--- config.mk ---
export PLATFORM = sky130hd
export DESIGN_NAME = key_debounce
export DESIGN_NICKNAME = d
export VERILOG_FILES = /design/src/rtl/key_pkg.sv /design/src/rtl/key_debounce_ch.sv /design/src/rtl/key_debounce.sv
export SDC_FILE = /design/constraint.sdc
export NUM_CORES = 1
export LEC_CHECK = 0
export ABC_AREA = 1
export CAP_MARGIN = 20
export CORE_UTILIZATION = 50
export DETAILED_ROUTE_END_ITERATION = 12
export PLACE_DENSITY_LB_ADDON = 0.05
export SLEW_MARGIN = 20
export SYNTH_ARGS = -nofsm -noshare
export SYNTH_HDL_FRONTEND = slang
export SYNTH_SLANG_ARGS = --single-unit
--- constraint.sdc ---
create_clock -name CLK -period 4.8 [get_ports CLK]
set_input_delay 0.96 -clock CLK [delete_from_list [all_inputs] [get_ports CLK]]
set_output_delay 0.96 -clock CLK [all_outputs]
set_load 0.005 [all_outputs]
--- src/rtl/key_pkg.sv ---
// Shared types and helpers for the push-button debouncer.
package key_pkg;

  typedef enum logic [1:0] {
    IDLE,
    PRESS_WAIT,
    HELD,
    RELEASE_WAIT
  } key_state_t;

  // Bits needed to hold values 0..n inclusive.
  function automatic int unsigned cnt_w(input int unsigned n);
    return $clog2(n + 1);
  endfunction

endpackage

--- src/rtl/key_debounce_ch.sv ---
// One push-button channel: 2-flop synchroniser, debounce FSM, strobe registers.
// Optional auto-repeat strobe when KEY_REPEAT_EN is defined (requires REP_PERIOD <= REP_DELAY).
module key_debounce_ch
  import key_pkg::*;
#(
  parameter int unsigned DB_CYCLES  = 1_000_000
`ifdef KEY_REPEAT_EN
  ,
  parameter int unsigned REP_DELAY  = 25_000_000,
  parameter int unsigned REP_PERIOD = 5_000_000
`endif
) (
  input  logic CLK,
  input  logic RST_N,
  input  logic key_n,
  output logic lvl,
  output logic press,
  output logic rel,
  output logic rep
);

  localparam int unsigned CW = cnt_w(DB_CYCLES);

  logic [1:0]    sync;
  logic          s_key;
  key_state_t    state;
  key_state_t    state_nxt;
  logic [CW-1:0] cnt;
  logic [CW-1:0] cnt_nxt;
  logic [CW-1:0] cnt_inc;
  logic          wait_done;
  logic          lvl_nxt;
  logic          press_nxt;
  logic          rel_nxt;

  assign s_key     = sync[1];
  assign cnt_inc   = (cnt == CW'(DB_CYCLES)) ? cnt : cnt + 1'b1;
  assign wait_done = (cnt == CW'(DB_CYCLES - 1));

  // Two-flop synchroniser; resets to the released level.
  always_ff @(posedge CLK or negedge RST_N) begin
    if (!RST_N) sync <= 2'b11;
    else        sync <= {sync[0], key_n};
  end

  // FSM state and debounce counter.
  always_ff @(posedge CLK or negedge RST_N) begin
    if (!RST_N) begin
      state <= IDLE;
      cnt   <= '0;
    end else begin
      state <= state_nxt;
      cnt   <= cnt_nxt;
    end
  end

  // Next state: any bounce inside a wait window restarts from the stable side.
  always_comb begin
    state_nxt = state;
    cnt_nxt   = cnt;
    case (state)
      IDLE: begin
        if (!s_key) begin
          state_nxt = PRESS_WAIT;
          cnt_nxt   = '0;
        end
      end
      PRESS_WAIT: begin
        if (s_key) begin
          state_nxt = IDLE;
          cnt_nxt   = '0;
        end else if (wait_done) begin
          state_nxt = HELD;
          cnt_nxt   = '0;
        end else begin
          cnt_nxt = cnt_inc;
        end
      end
      HELD: begin
        if (s_key) begin
          state_nxt = RELEASE_WAIT;
          cnt_nxt   = '0;
        end
      end
      RELEASE_WAIT: begin
        if (!s_key) begin
          state_nxt = HELD;
          cnt_nxt   = '0;
        end else if (wait_done) begin
          state_nxt = IDLE;
          cnt_nxt   = '0;
        end else begin
          cnt_nxt = cnt_inc;
        end
      end
      default: begin
        state_nxt = IDLE;
        cnt_nxt   = '0;
      end
    endcase
  end

  // Output decode from the transition being taken this cycle.
  always_comb begin
    press_nxt = 1'b0;
    rel_nxt   = 1'b0;
    lvl_nxt   = 1'b0;
    if ((state == PRESS_WAIT) && (state_nxt == HELD)) press_nxt = 1'b1;
    if ((state == RELEASE_WAIT) && (state_nxt == IDLE)) rel_nxt = 1'b1;
    if ((state_nxt == HELD) || (state_nxt == RELEASE_WAIT)) lvl_nxt = 1'b1;
  end

  // Registered level and strobes.
  always_ff @(posedge CLK or negedge RST_N) begin
    if (!RST_N) begin
      lvl   <= 1'b0;
      press <= 1'b0;
      rel   <= 1'b0;
    end else begin
      lvl   <= lvl_nxt;
      press <= press_nxt;
      rel   <= rel_nxt;
    end
  end

`ifdef KEY_REPEAT_EN
  localparam int unsigned RCW = cnt_w(REP_DELAY);

  logic [RCW-1:0] rcnt;
  logic           stay_held;
  logic           rep_hit;

  assign stay_held = (state == HELD) && (state_nxt == HELD);
  assign rep_hit   = stay_held && (rcnt == RCW'(REP_DELAY - 1));

  // Hold-time counter; reloads after each repeat so later strobes come every REP_PERIOD.
  always_ff @(posedge CLK or negedge RST_N) begin
    if (!RST_N) begin
      rcnt <= '0;
      rep  <= 1'b0;
    end else begin
      rep <= rep_hit;
      if (!stay_held)   rcnt <= '0;
      else if (rep_hit) rcnt <= RCW'(REP_DELAY - REP_PERIOD);
      else              rcnt <= rcnt + 1'b1;
    end
  end
`else
  assign rep = 1'b0;
`endif

endmodule

--- src/rtl/key_debounce.sv ---
// Debounces N_KEYS active-low push-buttons into clean levels and press/release strobes.
// Define KEY_REPEAT_EN to add the auto-repeat strobe and its REP_DELAY/REP_PERIOD parameters.
module key_debounce
  import key_pkg::*;
#(
  parameter int unsigned N_KEYS     = 4,
  parameter int unsigned DB_CYCLES  = 1_000_000
`ifdef KEY_REPEAT_EN
  ,
  parameter int unsigned REP_DELAY  = 25_000_000,
  parameter int unsigned REP_PERIOD = 5_000_000
`endif
) (
  input  logic              CLK,
  input  logic              RST_N,
  input  logic [N_KEYS-1:0] KEY_N,
  output logic [N_KEYS-1:0] KEY_LVL,
  output logic [N_KEYS-1:0] KEY_PRESS,
  output logic [N_KEYS-1:0] KEY_RELEASE,
  output logic [N_KEYS-1:0] KEY_REPEAT
);

  // One independent channel per key.
  for (genvar i = 0; i < int'(N_KEYS); i++) begin : g_key
    key_debounce_ch #(
      .DB_CYCLES  (DB_CYCLES)
`ifdef KEY_REPEAT_EN
      ,
      .REP_DELAY  (REP_DELAY),
      .REP_PERIOD (REP_PERIOD)
`endif
    ) u_ch (
      .CLK   (CLK),
      .RST_N (RST_N),
      .key_n (KEY_N[i]),
      .lvl   (KEY_LVL[i]),
      .press (KEY_PRESS[i]),
      .rel   (KEY_RELEASE[i]),
      .rep   (KEY_REPEAT[i])
    );
  end

endmodule

==> results of run 1 <==
[cell families (layout without fill, tap and decap cells)]
| group | after synthesis | after routing | share of synthesized area [%] |
|---|---|---|---|
| compound gates | 53 | 53 | 4.49 |
| xor+xnor | 41 | 41 | 5.44 |
| fa+ha+maj | 8 | 8 | 1.52 |
| buf+inv | 128 | 139 | 8.53 |
| flops | 108 | 108 | 41.1 |
| other cells | 1 | 4 | 0.0568 |
| simple gates | 597 | 597 | 38.9 |
[registers in the layout (all words and copies together), names as in the netlist]
name / count
g_key.u_ch.press: 4
g_key.u_ch.rel: 4
g_key.u_ch.sync: 8
g_key.u_ch.lvl: 4
g_key.u_ch.state: 8
g_key.u_ch.cnt: 80
[layout make-up]
cell class              instances  area [um2]
well taps                     172         215
clock buffers                  10         239
clock inverters                 6         119
repair buffers                 18         175
multi-input cells             703        3330
inverters                     105         394
flip-flops and latches        108        2710
fillers                      1226        5530
[worst max path at each step]
| stage | from | endpoint | slack (ns) | cells past startpoint |
|---|---|---|---|---|
| after floorplan | g_key[2].u_ch.cnt[0] | g_key[2].u_ch.cnt[16] | 3.23 | 9 |
| after global placement | RST_N | g_key[1].u_ch.sync[1] | 2.58 | 2 |
| after detailed placement | RST_N | g_key[1].u_ch.sync[0] | 2.56 | 2 |
| after CTS | g_key[3].u_ch.rel | KEY_RELEASE[3] | 2.57 | 1 |
| after global routing | g_key[3].u_ch.rel | KEY_RELEASE[3] | 2.56 | 1 |
| final | g_key[3].u_ch.rel | KEY_RELEASE[3] | 2.61 | 1 |
[layout by cell type, fill, tap and decap left out, types with 3 or more instances in the layout]
master / instances
nand2_2: 8
xnor2_1: 7
o21ai_1: 22
ha_1: 8
nand2_1: 325
nor2_2: 11
nand4_1: 17
o22ai_1: 12
o21ai_0: 10
xor2_1: 34
dfrtp_1: 100
nor3_1: 5
clkbuf_16: 9
inv_1: 88
dfstp_2: 8
nand3_1: 67
nand3b_1: 14
nor2_4: 5
clkdlybuf4s50_1: 16
inv_2: 15
bufinv_16: 3
conb_1: 4
nor2_1: 137
o21bai_1: 4
[metal layers]
| layer | GRT usage, % | vias up | share of wire, % |
|---|---|---|---|
| met3 | 4.69 | 15 | 3.0 |
| met1 | 28.9 | 2630 | 49 |
| met2 | 37.2 | 96 | 47 |
| met4 | 6.67 | 0 | 1.5 |
| met5 | 0 | - | 0 |
| li1 | - | 2929 | - |
[report_power, final]
part / internal (uW) / leakage [uW] / switching, uW / total (uW)
Sequential: 923 / 0.00147 / 14.5 / 937
Clock: 531 / 0.000175 / 354 / 886
Combinational: 21.8 / 0.00158 / 64.0 / 85.7
[per-stage QoR]
stage / instances / setup slack (ns) / cell area, um2 / hold WS [ns]
finish: 1122 / 2.61 / 7190 / 0.356
CTS: 1122 / 2.57 / 7190 / 0.359
global route: 1122 / 2.56 / 7190 / 0.367
floorplan: 939 / 3.23 / 6610 / 0.345
detailed placement: 1106 / 2.56 / 6830 / 0.348
global placement: 1106 / 2.58 / 6830 / 0.347
==> impl_metrics.tcl, run 1 <==
set metrics [dict create \
    outcome "completed" \
    ioPinCount 22 \
    mappedNetlistArea_um2 6600 \
    insertion_delay_ns 0.36 \
    r2r_setup_slack_ns 2.87 \
    slew_headroom_pct 43.7 \
    clkTransAtPathRegs_ns 0.07 \
    r2r-end "g_key[1].u_ch.cnt[16]" \
    ys_ff_latch 108 \
    clockBufferDepth 2 \
    yosysWarningCount 0 \
    drtPass1Iterations 6 \
    yosysTopAreaCell "dfrtp_1" \
    rsz0062_at_grt "no" \
    fin_nets 959 \
    grt_max_degree 69 \
    crit_family "buffers and inverters" \
    slew_viol_final 0 \
    cts.sinks 108 \
    start_util_pct 51.9 \
    grt_usage_pct 22.2 \
    crit_fanout 1 \
    num_vias 5670 \
    cp.arrival_ns 1.23 \
    die_h_um 117 \
    synthCells 936 \
    viasPerCell 5.05 \
    wl_um 13700 \
    start_kind "flop" \
    grt-ovfl-total 0 \
    hold-path-endpoint "g_key[3].u_ch.sync[1]" \
    cellPowerDensity_nw_per_um2 265 \
    ir_drop_mv 0.270 \
    cts_made_buffers 9 \
    antenna_cells 0 \
    worstHoldPathCells 0 \
    synth_edf_count 0 \
    fin_tns_setup_ns 0 \
    worst-setup-path-type "reg -> out" \
    tightestPinTransition_ns 0.845 \
    final_core_util_pct 56.5 \
    drtIter0Drc 315 \
    min_period_over_period_pct 45.5 \
    crit_required_ns 3.84 \
    clock_skew_ns 0.0101 \
    end_kind "primary output" \
    post_cts_buffers 0 \
    drc 0 \
    cap_violations 0 \
    cp_cell_sequence "clkdlybuf4s50_1" \
    synth_cell_type_count 34 \
    die_w_um 117 \
    gp_congestion 0.936 \
    avgSynthCellArea_um2 7.05 \
    yosysMostFrequentCell "nand2_1" \
    timing_hold_violations_final 0 \
    placementRows 41 \
    drtAntennaViolNets 0 \
    worst_path_max_delay_cell "clkdlybuf4s50_1" \
    ys.flop_type "dfrtp_1" \
    grt_pass1_wl_um 23700 \
    cp_slowest_stage_delay_ns 0.51 \
    synth_common_cells "325 x nand2_1, 137 x nor2_1, 100 x dfrtp_1, 88 x inv_1, 67 x nand3_1" \
    ctsHoldBuffers 0 \
    first_global_vias 5328 \
    synth_top_area_share_pct 37.9 \
    finalSetupViolCount 0 \
    die_area_um2 13700 \
    ctsResizeCount 0 \
    fmax_mhz 457 \
    r2r-start "g_key[1].u_ch.cnt[0]" \
    dp_hpwl_um 9910 \
    hp-class "reg -> reg" \
    syn_to_final_growth_pct 8.95 \
    hold_start "g_key[3].u_ch.sync[0]" \
    synthArstFlopShare_pct 100 \
    min_period_ns 2.19 \
    p_leak_uw 0.00322 \
    core_um2 12700 \
    wire_per_inst_um 12.2 \
    drive_gt1_share_pct 7.68 \
    portBuffers 17 \
    reg2reg_depth 8 \
    h-tree-depth 3 \
    seq_area_frac_synth_pct 41.1 \
    ctsRootBufferMaster "clkbuf_16" \
    cts_tree "done" \
    worst-path-buf-inv 1 \
    finalPower_uw 1910 \
    antenna_found_initial 0 \
    synthTopCellsByArea "dfrtp_1 38%, nand2_1 18%, nor2_1 7.8%, nand3_1 5.1%, inv_1 5.0%" \
]
No activity file was read; power rests on OpenSTA's default activity.
==> inputs of run 2 (changes only) <==
==> constraint.sdc (replaced) <==
create_clock -name CLK -period 2.3 [get_ports CLK]
set_input_delay 0.46 -clock CLK [delete_from_list [all_inputs] [get_ports CLK]]
set_output_delay 0.46 -clock CLK [all_outputs]
set_load 0.005 [all_outputs]
==> run 2 against run 1 <==
Net effect: total power is 98% higher; non-clock buffer count is 3 higher; sequential share of layout area is 0.066 points higher; largest cell class unchanged.
==> impl_metrics.tcl, run 2 (synthesis gave the netlist of run 1 again) <==
set metrics [dict create \
    cts_tree "done" \
    grt-ovfl-total 0 \
    drive_gt1_share_pct 7.97 \
    insertion_delay_ns 0.36 \
    core_um2 12700 \
    post_cts_buffers 0 \
    p_leak_uw 0.00321 \
    finalSetupViolCount 0 \
    multi_input_area_um2 3330 \
    ctsRootBufferMaster "clkbuf_16" \
    clock_skew_ns 0.00825 \
    largest_register "g_key.u_ch.cnt" \
    dp.cells 1109 \
    antenna_found_initial 0 \
    dp_hpwl_um 10200 \
    cellPowerDensity_nw_per_um2 527 \
    end_kind "flop" \
    wl_um 14100 \
    fmax_mhz 539 \
    crit_fanout 10 \
    start_kind "flop" \
    cts_made_buffers 9 \
    die_area_um2 13700 \
    clkTransAtPathRegs_ns 0.07 \
    gp_congestion 0.900 \
    clockBufferDepth 2 \
    num_vias 5661 \
    num-fill-cells 1245 \
    grt_pass1_wl_um 24100 \
    final_cell_mix "325 x nand2_1, 137 x nor2_1, 100 x dfrtp_1" \
    grt_max_degree 46 \
    min_period_over_period_pct 80.6 \
    start_util_pct 51.9 \
    timing_hold_violations_final 0 \
    fin_tns_setup_ns 0 \
    die_h_um 117 \
    slew_headroom_pct 65.9 \
    placementRows 41 \
    min_period_ns 1.85 \
    final_cells 1125 \
    crit_required_ns 2.54 \
    regArea_um2 2710 \
    cts.sinks 108 \
    viasPerCell 5.03 \
    fin_nets 962 \
    syn_to_final_growth_pct 8.76 \
    reg_top3 "g_key.u_ch.cnt x80, g_key.u_ch.state x8, g_key.u_ch.sync x8" \
    drtIter0Drc 367 \
    outcome "completed" \
    ioPinCount 22 \
    grt_usage_pct 22.7 \
    portBuffers 17 \
    first_global_vias 5320 \
    hp-class "in -> async" \
    r2r_setup_slack_ns 0.45 \
    die_w_um 117 \
    ir_drop_mv 0.488 \
    r2r-start "g_key[3].u_ch.cnt[1]" \
    antenna_cells 0 \
    tightestPinTransition_ns 0.512 \
    slew_viol_final 0 \
    cap_violations 0 \
    drtPass1Iterations 5 \
    reg2reg_depth 8 \
    final_common_cell "nand2_1" \
    rsz0062_at_grt "no" \
    largest_reg_flops 80 \
    h-tree-depth 3 \
    cp.arrival_ns 2.10 \
    drc 0 \
    wire_per_inst_um 12.5 \
    ctsResizeCount 0 \
    worst-setup-path-type "reg -> reg" \
    r2r-end "g_key[3].u_ch.cnt[11]" \
    drtAntennaViolNets 0 \
    ctsHoldBuffers 0 \
]
-- run 2: through the flow --
| step | hold WS, ns | power (uW) | utilization, % | setup WS (ns) | area, um2 |
|---|---|---|---|---|---|
| after CTS | 0.0742 | 3850 | 56.4 | 0.475 | 7180 |
| after floorplan | 0.164 | 2100 | - | 0.734 | 6610 |
| after detailed placement | 0.348 | 2180 | 54.0 | 0.492 | 6870 |
| after global routing | 0.0968 | 3930 | 56.4 | 0.292 | 7180 |
| final | 0.0616 | 3780 | 56.4 | 0.445 | 7180 |
| after global placement | 0.346 | 2180 | 54.0 | 0.569 | 6870 |
-- run 2: worst max-delay path by stage --
stage                                     from  depth (start not counted)                     to
final                     g_key[3].u_ch.cnt[1]                          8  g_key[3].u_ch.cnt[11]
after global routing      g_key[2].u_ch.cnt[0]                          8  g_key[2].u_ch.cnt[15]
after CTS                 g_key[3].u_ch.cnt[1]                          8  g_key[3].u_ch.cnt[11]
after detailed placement  g_key[3].u_ch.cnt[1]                          8  g_key[3].u_ch.cnt[11]
after global placement    g_key[1].u_ch.cnt[0]                          8  g_key[1].u_ch.cnt[16]
after floorplan           g_key[2].u_ch.cnt[0]                          9  g_key[2].u_ch.cnt[16]
-- run 2: critical path: stages (launching register included) --
cell and delay (ns):
dfrtp_1 0.45, ha_1 0.33, nand3_2 0.14, nor2_2 0.21, nand3_2 0.16, nand2_4 0.17
inv_2 0.12, nand2_1 0.08, o21ai_1 0.06
-- run 2: final cells by class --
cell class                 instances  share of cell area, %
multi-input combinational        703                   46.5
sequential                       108                   37.8
inverter                         105                   5.49
clock buffer                      10                   3.33
tap                              172                   3.00
timing repair buffer              21                   2.93
clock inverter                     6                  0.994
-- run 2: where the power goes --
part           switching [uW]  leakage, uW  internal (uW)
Combinational             135      0.00160           50.8
Sequential               29.9      0.00147           1930
Clock                     758     0.000146            885
-- run 2: layer usage --
metal,track usage [%],wire length [um],share of wire [%]
met5,0,0,0
met3,5.05,474,3.4
met2,37.6,6650,47
met4,6.92,183,1.3
met1,29.8,6760,48
